$ cat src/rtl/logic_burst_ctrl.sv
// logic_burst_ctrl
// Sequences a burst of operand beats into an external combinational 8-bit
// AND/OR unit. It rebuilds the selected logic function from the unit's AND and
// OR outputs and chains each result into an accumulator. After the last beat it
// presents one result with flags.
//
// Handshakes: a transfer happens on any rising clk edge where valid and ready
// are both 1. The producer holds its payload until that edge. Here cmd_ready
// and rsp_valid are registered and depend only on state. They never depend
// combinationally on the partner's valid/ready.
module logic_burst_ctrl #(
    parameter int CNT_W = 4
) (
    input  logic             clk,
    input  logic             rst,
    input  logic             cmd_valid,
    output logic             cmd_ready,
    input  logic [2:0]       cmd_op,
    input  logic [7:0]       cmd_a,
    input  logic [7:0]       cmd_b,
    input  logic             cmd_last,
    output logic [7:0]       lu_x,
    output logic [7:0]       lu_y,
    input  logic [7:0]       lu_zand,
    input  logic [7:0]       lu_zor,
    output logic             rsp_valid,
    input  logic             rsp_ready,
    output logic [7:0]       rsp_data,
    output logic             rsp_zero,
    output logic             rsp_parity,
    output logic             rsp_err,
    output logic [CNT_W-1:0] rsp_count
);

    typedef enum logic [1:0] {
        ST_IDLE  = 2'd0,
        ST_ACCUM = 2'd1,
        ST_RESP  = 2'd2
    } state_t;

    localparam logic [2:0] OP_AND  = 3'd0;
    localparam logic [2:0] OP_OR   = 3'd1;
    localparam logic [2:0] OP_XOR  = 3'd2;
    localparam logic [2:0] OP_NAND = 3'd3;
    localparam logic [2:0] OP_NOR  = 3'd4;
    localparam logic [2:0] OP_XNOR = 3'd5;
    localparam logic [2:0] OP_ANDN = 3'd6;
    localparam logic [2:0] OP_ILL  = 3'd7;

    localparam logic [CNT_W-1:0] CNT_ONE = {{(CNT_W-1){1'b0}}, 1'b1};
    localparam logic [CNT_W-1:0] CNT_MAX = {CNT_W{1'b1}};

    // state_q is left as a typed, named register so checkers can bind to it
    state_t            state_q, state_d;
    logic [7:0]        acc_q, acc_d;
    logic [CNT_W-1:0]  count_q, count_d;
    logic              err_q, err_d;
    logic              cmd_ready_q, cmd_ready_d;
    logic              rsp_valid_q, rsp_valid_d;

    logic [7:0]        f;
    logic              beat_acc;
    logic              rsp_fire;
    logic              is_ill;

    // Operand routing: the first beat takes cmd_a, later beats chain the accumulator
    always_comb begin
        lu_y = cmd_b;
        lu_x = (state_q == ST_IDLE) ? cmd_a : acc_q;
    end

    // Rebuild the selected function from the unit's AND/OR outputs only
    always_comb begin
        f = lu_zand;
        unique case (cmd_op)
            OP_AND:  f = lu_zand;
            OP_OR:   f = lu_zor;
            OP_XOR:  f = lu_zor & ~lu_zand;
            OP_NAND: f = ~lu_zand;
            OP_NOR:  f = ~lu_zor;
            OP_XNOR: f = ~(lu_zor & ~lu_zand);
            OP_ANDN: f = lu_zor & ~lu_y;
            OP_ILL:  f = lu_x;
            default: f = lu_x;
        endcase
    end

    // Next-state, accumulator, counter and flag computation
    always_comb begin
        beat_acc    = cmd_valid & cmd_ready_q;
        rsp_fire    = rsp_valid_q & rsp_ready;
        is_ill      = (cmd_op == OP_ILL);
        state_d     = state_q;
        acc_d       = acc_q;
        count_d     = count_q;
        err_d       = err_q;
        unique case (state_q)
            ST_IDLE: begin
                if (beat_acc) begin
                    acc_d   = f;
                    count_d = CNT_ONE;
                    err_d   = is_ill;
                    state_d = cmd_last ? ST_RESP : ST_ACCUM;
                end
            end
            ST_ACCUM: begin
                if (beat_acc) begin
                    acc_d   = f;
                    count_d = (count_q == CNT_MAX) ? count_q : count_q + CNT_ONE;
                    err_d   = err_q | is_ill;
                    state_d = cmd_last ? ST_RESP : ST_ACCUM;
                end
            end
            ST_RESP: begin
                if (rsp_fire) begin
                    state_d = ST_IDLE;
                end
            end
            default: state_d = ST_IDLE;
        endcase
        cmd_ready_d = (state_d != ST_RESP);
        rsp_valid_d = (state_d == ST_RESP);
    end

    // Single state register; reset wins over any handshake in the same cycle
    always_ff @(posedge clk) begin
        if (rst) begin
            state_q     <= ST_IDLE;
            acc_q       <= 8'h00;
            count_q     <= '0;
            err_q       <= 1'b0;
            cmd_ready_q <= 1'b1;
            rsp_valid_q <= 1'b0;
        end else begin
            state_q     <= state_d;
            acc_q       <= acc_d;
            count_q     <= count_d;
            err_q       <= err_d;
            cmd_ready_q <= cmd_ready_d;
            rsp_valid_q <= rsp_valid_d;
        end
    end

    // Response fields come straight from registers, so they hold while stalled
    always_comb begin
        cmd_ready  = cmd_ready_q;
        rsp_valid  = rsp_valid_q;
        rsp_data   = acc_q;
        rsp_zero   = (acc_q == 8'h00);
        rsp_parity = ^acc_q;
        rsp_err    = err_q;
        rsp_count  = count_q;
    end

endmodule

$ cat config.mk
export PLATFORM = sky130hd
export DESIGN_NAME = logic_burst_ctrl
export DESIGN_NICKNAME = d
export VERILOG_FILES = /design/src/rtl/logic_burst_ctrl.sv
export SDC_FILE = /design/constraint.sdc
export NUM_CORES = 1
export LEC_CHECK = 0
export ABC_AREA = 1
export ABC_CLOCK_PERIOD_IN_PS = 2600
export BUFFER_PORTS_ARGS = -buffer_cell sky130_fd_sc_hd__buf_4
export CORE_MARGIN = 1.5
export CORE_UTILIZATION = 40
export DETAILED_ROUTE_END_ITERATION = 16
export GPL_ROUTABILITY_DRIVEN = 0
export PLACE_DENSITY_LB_ADDON = 0.05
export SLEW_MARGIN = 20
export SYNTH_ARGS = -nofsm -noshare
export SYNTH_HDL_FRONTEND = slang
export SYNTH_SLANG_ARGS = --single-unit
$ cat constraint.sdc
create_clock -name clk -period 2.6 [get_ports clk]
set_input_delay 0.52 -clock clk [delete_from_list [all_inputs] [get_ports clk]]
set_output_delay 0.52 -clock clk [all_outputs]
set_load 0.02 [all_outputs]
==> results summary, run 1 <==
The flow ran to the end, and the final reports show no timing, DRC or antenna violations. The post-synthesis instance area is 1730 um2. The placed instance count is between 400 and 500.

The max-slew headroom at the worst pin came out at 70.6%. In this run the mean area of a mapped cell was between 5 and 6 um2. Summing the sequential cell areas from Yosys gives ~20% of the chip area. The critical path is of the flip-flop to output pin type. The initial antenna violation count was 0. The placed wire-length estimate after detailed placement came out at between 3000 and 4000 um. The setup total negative slack is 0 ns. The fmax came out at about 490 MHz. The cell count after synthesis came out at between 300 and 400.

After detailed routing, the total wire length is approximately 4700 um. The area enclosed by the die boundary is ~4700 um2. The number of sinks on the clock net came out at 17. The data arrival time of the critical path is 1.50 ns. In this run, synthesis produced a sequential element count of 17. The initial core utilization came out at between 40% and 50%.

STA classifies the critical path startpoint as a flip-flop. The TritonCTS buffer count came out at 3. In this run the deepest clock path goes through 2 buffers. 0 antenna diodes ended up in the layout. The smallest clock period supported by the final layout is computed as 2.02 ns. The max-slew violation count is 0. The vertical die dimension came out at ~69 um. The number of warnings issued by yosys is 0. The post-synth net total came out at around 360. Across all layers, the routed design uses slightly above 2000 vias.

The number of placement rows came out at 23. The final net count came out at approximately 430. The top cell type's share of synthesized area is approximately 20%. Yosys attributes the largest share of cell area to sky130_fd_sc_hd__nand2_1 20%, sky130_fd_sc_hd__dfxtp_1 20%, sky130_fd_sc_hd__nand3_1 13%.

The number of input and output port buffers inserted is 72. The share of the clock period used by the worst path came out at 77.8%. The detailed router finished its first iteration with between 100 and 150 violations. The areal power density over the cells came out at between 400 and 500 nW/um2. The number of global-route vias before repair was between 1500 and 2000. The worst clock skew is between 0.004 and 0.005 ns. The residual DRC count is 0.

The number of placed I/O pins came out at between 70 and 80. STA puts the critical path data required time at about 2.1 ns. The final non-filler cell total is 429. The clock-pin slew reported for the worst setup and hold paths after clock tree synthesis is about 0.070 ns. sky130_fd_sc_hd__nand2_1 takes more of the synthesized area than any other cell. In this run the worst setup path begins at rsp_data[6]$_SDFFE_PP0P_.

The number of buffers added to fix hold violations after cts is 0. The residual antenna-violating net count after detailed routing came out at 0. The worst hold-check path type is flip-flop to flip-flop. The post-cts sizing count came out at 0.

The utilization after layout is 55.8%. The average wire per cell in the routed design came out at approximately 11 um. The worst-path maximum fanout came out at 3. For the pin with the worst max-slew slack, the measured transition is roughly 0.44 ns. The capturing instance or port of the critical path is rsp_parity.

The endpoint identified for the worst register-to-register timing path is rsp_count[3]$_SDFFE_PP0P_. The logic depth of the worst register-to-register path came out at 6. Before antenna repair, the detailed router went through 4 iterations. The kind of end point of the critical path is an output pin. The width of the die came out at between 60 and 70 um. The distinct cell type count after synthesis is 25. CTS built an H-tree with a depth of 1.

Setup repair after global routing left no endpoint under its margin. The wire length of the first global-routing pass is 7850 um. For the worst-skew pair, the clock arrives at the later sink with an insertion delay of approximately 0.26 ns. The number of max-cap violations is 0. The register-to-register setup slack came out at 1.08 ns. Setup violations remaining at the end of the flow were counted as 0.

The standard cell core area came out at slightly above 4000 um2. The maximum number of pins on one net before global-route repair came out at 22. The growth of design area from synthesis to finish is 31.7%. The aggregate global-route resource usage is between 20% and 30%. The root buffer cell is sky130_fd_sc_hd__clkbuf_8. The startpoint identified for the worst register-to-register timing path is state_q[1]$_SDFF_PP0_. IR analysis of the VDD net gives a maximum drop of between 0.3 and 0.4 mV. The ratio of routed vias to standard cells is 4.82.

In this run the post-CTS setup repair buffer count came out at 0. The share of layout cells above drive strength 1 came out at 23.7%. The count of endpoints failing hold in the final timing report came to 0.

For this design the static power due to leakage is 1.30 nW. TritonCTS built the clock tree. The overflow left after global routing came out at 0.
==> final cells by class <==
type	count	area (um2)
multi-input cells	230	1070
well taps	50	62.6
flip-flops and latches	17	340
inverters	55	206
clock buffers	3	41.3
fillers	446	1810
repair buffers	73	548
clock inverters	1	5.00
==> cells in the mapped netlist, drive strengths merged <==
library cell	n
ha	5
inv	54
xor2	1
nor2	48
a21oi	13
clkinv	1
or2	1
nand2	93
xnor2	2
a22oi	1
nor3	1
dfxtp	17
o21ai	18
buf	14
nand3	47
clkbuf	2
==> cell usage in the layout, fill, tap and decap left out <==
| master | n |
|---|---|
| sky130_fd_sc_hd__a21oi_1 | 13 |
| sky130_fd_sc_hd__a22oi_1 | 1 |
| sky130_fd_sc_hd__buf_4 | 73 |
| sky130_fd_sc_hd__clkbuf_8 | 3 |
| sky130_fd_sc_hd__clkinv_1 | 1 |
| sky130_fd_sc_hd__clkinv_2 | 1 |
| sky130_fd_sc_hd__dfxtp_1 | 17 |
| sky130_fd_sc_hd__ha_1 | 5 |
| sky130_fd_sc_hd__inv_1 | 52 |
| sky130_fd_sc_hd__inv_2 | 2 |
| sky130_fd_sc_hd__nand2_1 | 91 |
| sky130_fd_sc_hd__nand2_2 | 2 |
| sky130_fd_sc_hd__nand3_1 | 45 |
| sky130_fd_sc_hd__nand3_2 | 1 |
| sky130_fd_sc_hd__nand3_4 | 1 |
| sky130_fd_sc_hd__nor2_1 | 42 |
| sky130_fd_sc_hd__nor2_2 | 4 |
| sky130_fd_sc_hd__nor2_4 | 2 |
| sky130_fd_sc_hd__nor3_1 | 1 |
| sky130_fd_sc_hd__o21ai_0 | 16 |
| sky130_fd_sc_hd__o21ai_1 | 2 |
| sky130_fd_sc_hd__or2_2 | 1 |
| sky130_fd_sc_hd__xnor2_1 | 2 |
| sky130_fd_sc_hd__xor2_1 | 1 |
==> stage by stage <==
stage	hold slack [ns]	power, W	cell area [um2]	setup WS, ns
after floorplan	0.538	0.000568	1730	0.716
after global placement	0.460	0.000736	2230	0.851
after detailed placement	0.458	0.000737	2230	0.858
after CTS	0.473	0.000940	2280	0.570
after global routing	0.503	0.00100	2280	0.471
final	0.472	0.000932	2280	0.577
==> sequential cells by signal, indices dropped and copies added (netlist names) <==
signal	flops
rsp_err	1
state_q	2
rsp_count	4
cmd_ready	1
rsp_data	8
rsp_valid	1
==> critical path, stage by stage (launching register included) <==
cell                      delay, ns
sky130_fd_sc_hd__dfxtp_1       0.36
sky130_fd_sc_hd__inv_1         0.07
sky130_fd_sc_hd__ha_1          0.30
sky130_fd_sc_hd__xnor2_1       0.20
sky130_fd_sc_hd__xnor2_1       0.15
sky130_fd_sc_hd__buf_4         0.17
==> worst min-delay path by stage <==
stage / from / endpoint / slack (ns) / cells after the start
6_report: rsp_err$_SDFFE_PP0P_ / rsp_err$_SDFFE_PP0P_ / 0.47 / 2
5_1_grt: rsp_data[2]$_SDFFE_PP0P_ / rsp_data[2]$_SDFFE_PP0P_ / 0.50 / 2
2_1_floorplan: rsp_err$_SDFFE_PP0P_ / rsp_err$_SDFFE_PP0P_ / 0.54 / 2
4_1_cts: rsp_err$_SDFFE_PP0P_ / rsp_err$_SDFFE_PP0P_ / 0.47 / 2
3_5_place_dp: rsp_err$_SDFFE_PP0P_ / rsp_err$_SDFFE_PP0P_ / 0.46 / 2
3_3_place_gp: rsp_err$_SDFFE_PP0P_ / rsp_err$_SDFFE_PP0P_ / 0.46 / 2
==> routing by layer <==
| metal | wire (um) | up-vias | global-route usage, % |
|---|---|---|---|
| met4 | 13 | 0 | 1.96 |
| met1 | 2200 | 902 | 29.8 |
| met5 | 0 | - | 0 |
| li1 | - | 1094 | - |
| met3 | 384 | 3 | 4.06 |
| met2 | 2100 | 67 | 35.3 |
==> kinds of logic (layout without fill, tap and decap cells) <==
kind of cell	Yosys count	in the layout	synth area share (%)
adders and majority gates	5	5	3.62
AOI/OAI and AO/OA	32	32	9.40
and+or+nand+nor	190	190	47.6
xor gates and xnor gates	3	3	1.52
buffers and inverters	71	132	18.2
DFF	17	17	19.7
==> power by group <==
group | total [W] | switching [W] | internal [W]
Combinational | 0.000438 | 0.000256 | 0.000181
Sequential | 0.000292 | 0.0000142 | 0.000278
Clock | 0.000202 | 0.0000958 | 0.000107
No activity file was read; power rests on OpenSTA's default activity.
==> inputs of run 2 (changes only) <==
- ABC_CLOCK_PERIOD_IN_PS: 2600 -> 1790
- clock period: 2.6 -> 1.79 ns (I/O delays scaled with it)
==> run 2 against run 1 <==
  * Cell area increased by 6.6%
  * First-iteration DRC count increased by 13%
  * Sequential power increased by 47%
  * Worst hold slack got worse by 0.099 ns
  * Routed wire length increased by 8.1%
  * Via count increased by 4.3%
  * Register-to-register slack got worse by 0.71 ns
  * Sequential cell count unchanged
  * Clock power increased by 48%
  * Clock-buffer cell count unchanged
  * Core utilization increased by 3.7 points
  * Critical path depth decreased by 1
==> results summary, run 2 (synthesis gave the netlist of run 1 again) <==
The max-slew violation count came to 0. The ratio of routed vias to standard cells is a little under 5. The critical path in this run is classified as flip-flop to output pin. The worst-path maximum fanout is 12. The total inserted antenna cells is 0. The root buffer cell is sky130_fd_sc_hd__clkbuf_8. The max-slew headroom at the worst pin is about three quarters.

Input and output buffers added on the ports amount to just over 70. The worst-case setup slack after placement is around 0.2 ns. The number of buffers added to fix hold violations after cts is 0. The routed wire length is 5080 um. The register with the most flip-flops in the layout has 8 of them. The initial antenna violation count is 0.

Setup repair after global routing left no endpoint under its margin. The count of endpoints failing hold in the final timing report came out at 0. The proportion of power drawn by flip-flops and latches came out at between 20 and 30%. The number of max-cap violations is 0. The detail route stage leaves a number of antenna-violating nets equal to 0. The total setup violations reported at the end of the flow is 0. VDD sags by at most between 0.5 and 0.6 mV. After detailed routing, the average wire length per cell comes to 11.6 um.

The TritonCTS clock tree is yes. The tightest min-delay check is of the input pin to flip-flop type. The clock latency at the later pin of the worst-skew pair is ~0.26 ns.

At the pin with the least slew margin, the transition time is approximately 0.37 ns. The number of sinks on the clock net is 17. The utilization after layout came out at about three fifths. The post-route worst hold slack is around 0.37 ns. The analysis attributes to net switching a power of 0.000566 W. The maximum root-to-sink buffer count came out at 2.

The residual DRC count came out at 0. The count of cells in the finished layout, fillers not included, comes to roughly 440. The category of the worst setup path launch point is a flip-flop. The setup total negative slack is 0 ns. The required time of the critical path is 1.43 ns. The final net count is about 440. The maximum cell stage delay along the critical path came out at 0.43 ns. The run finished with clean final reports. Summed over all layers, the global routing overflow is 0. Including well taps, the total number of placed cells is about 430. The number of placed I/O pins came out at 73.

The area growth from synthesis to layout is 40.3%. The cell that appears most often on the critical path is sky130_fd_sc_hd__buf_4. The filler cell count is between 400 and 500. The worst clock skew is ~0.01 ns. The number of global-route vias before repair is roughly 1900.

Entering global routing, the biggest net connects 22 pins. The share of layout cells above drive strength 1 is approximately 31%. Data arrives at the worst endpoint at 1.41 ns. In the final layout, the multi-input gates occupy between 1000 and 1500 um2. The first global-routing pass estimated 8200 um of wire.

The minimum period implied by the final worst setup slack is approximately 1.8 ns. After clock tree synthesis, the clock-pin slew on the worst setup and hold paths is 0.07 ns. The aggregate global-route resource usage came out at a little under a quarter. STA classifies the critical path endpoint as an output pin. Leaving out fill and tap cells, the most frequent cells in the layout are 91 x sky130_fd_sc_hd__nand2_1, 83 x sky130_fd_sc_hd__buf_4, 45 x sky130_fd_sc_hd__inv_1, 45 x sky130_fd_sc_hd__nand3_1, 42 x sky130_fd_sc_hd__nor2_1. Across the whole layout, storage elements account for about 350 um2.

The library cell used most frequently in the layout, excluding fill and tap cells, is sky130_fd_sc_hd__nand2_1. The library cell contributing the largest single delay on the critical path is sky130_fd_sc_hd__dfxtp_1. The vertical die dimension is 68.8 um.

Traced cell by cell, the critical path runs through nor2_2 -> buf_4 -> o21ai_0 -> buf_4. The area enclosed by the die boundary came out at between 4000 and 5000 um2. The initial core utilization is ~42%. The region available for standard cell placement spans about 4000 um2. The number of placement rows is 23. The internal power component came out at a little under 0.0009 W. The switching share of total power is 39.3%. From left edge to right edge, the die measures 68.8 um. For this run, the top clock speed supported by timing is approximately 570 MHz. In this run, the combinational gates consume 49.5% of the power. The areal power density over the cells is 592 nW/um2. The TritonCTS buffer count came out at 3.

Across all setup checks in the final design, the least slack found is roughly 0.024 ns. The leakage component of the power is roughly 1.4 nW. The relative contribution of the clock network to total power came out at between 20% and 30%. The total number of vias is 2155. The detailed router finished its first iteration with between 100 and 150 violations. The first-pass iteration count of the detailed router is 4. The placed wire-length estimate after detailed placement is roughly 3900 um. In this run the number of H-tree levels came out at 1. The share of the clock period used by the worst path is a little over nine tenths.
## run 2: changes by cell type in the layout (fill, tap and decap cells not counted), moves of 4 or more
cell	before	now
sky130_fd_sc_hd__buf_4	73	83
sky130_fd_sc_hd__dfxtp_1	17	9
sky130_fd_sc_hd__dfxtp_2	0	8
sky130_fd_sc_hd__ha_1	5	1
sky130_fd_sc_hd__ha_4	0	4
sky130_fd_sc_hd__inv_1	52	45
sky130_fd_sc_hd__inv_2	2	9
## run 2: power by group through the flow
stage               registers, W  logic (W)  clock network [W]
floorplan               0.000457   0.000369                  0
global placement        0.000432   0.000650                  0
detailed placement      0.000433   0.000655                  0
CTS                     0.000425   0.000696           0.000305
global route            0.000431   0.000793           0.000312
finish                  0.000428   0.000713           0.000298
## run 2: cell type report
class | instances | area share [%]
Clock buffer | 3 | 1.70
Clock inverter | 1 | 0.206
Inverter | 55 | 8.50
Multi-Input combinational cell | 230 | 46.9
Sequential cell | 17 | 14.4
Tap cell | 50 | 2.58
Timing Repair Buffer | 83 | 25.7
## run 2: worst paths after layout
| path | from | endpoint | slack, ns | cells past startpoint |
|---|---|---|---|---|
| setup reg to reg | rsp_count[1]$_SDFFE_PP0P_ | rsp_count[1]$_SDFFE_PP0P_ | 0.37 | 7 |
| setup / recovery | state_q[1]$_SDFF_PP0_ | lu_x[3] | 0.02 | 4 |
| hold / removal | rst | rsp_data[2]$_SDFFE_PP0P_ | 0.37 | 2 |
| hold reg to reg | rsp_err$_SDFFE_PP0P_ | rsp_err$_SDFFE_PP0P_ | 0.48 | 2 |
## run 2: timing repair
item,CTS,global route
setup buffers,4,2
gates resized for setup,13,11
pin swaps,5,2
setup endpoints to repair,1,4
## run 2: layer usage
metal	vias up	GRT usage (%)	part of all wire (%)
li1	1117	-	-
met1	981	29.6	47
met2	53	38.9	46
met3	4	4.38	5.9
met4	0	4.41	0.79
met5	-	0	0
## run 2: stage by stage
stage | cell area (um2) | total power (W)
5_1_grt | 2430 | 0.00154
3_3_place_gp | 2260 | 0.00108
3_5_place_dp | 2260 | 0.00109
6_report | 2430 | 0.00144
2_1_floorplan | 1730 | 0.000826
4_1_cts | 2400 | 0.00143
## run 2: worst max-delay path, delay by kind of cell, from the launching register on
family | cells | cell delay [ns]
flops | 1 | 0.43
buf+inv | 2 | 0.38
compound gates | 1 | 0.27
simple gates | 1 | 0.06
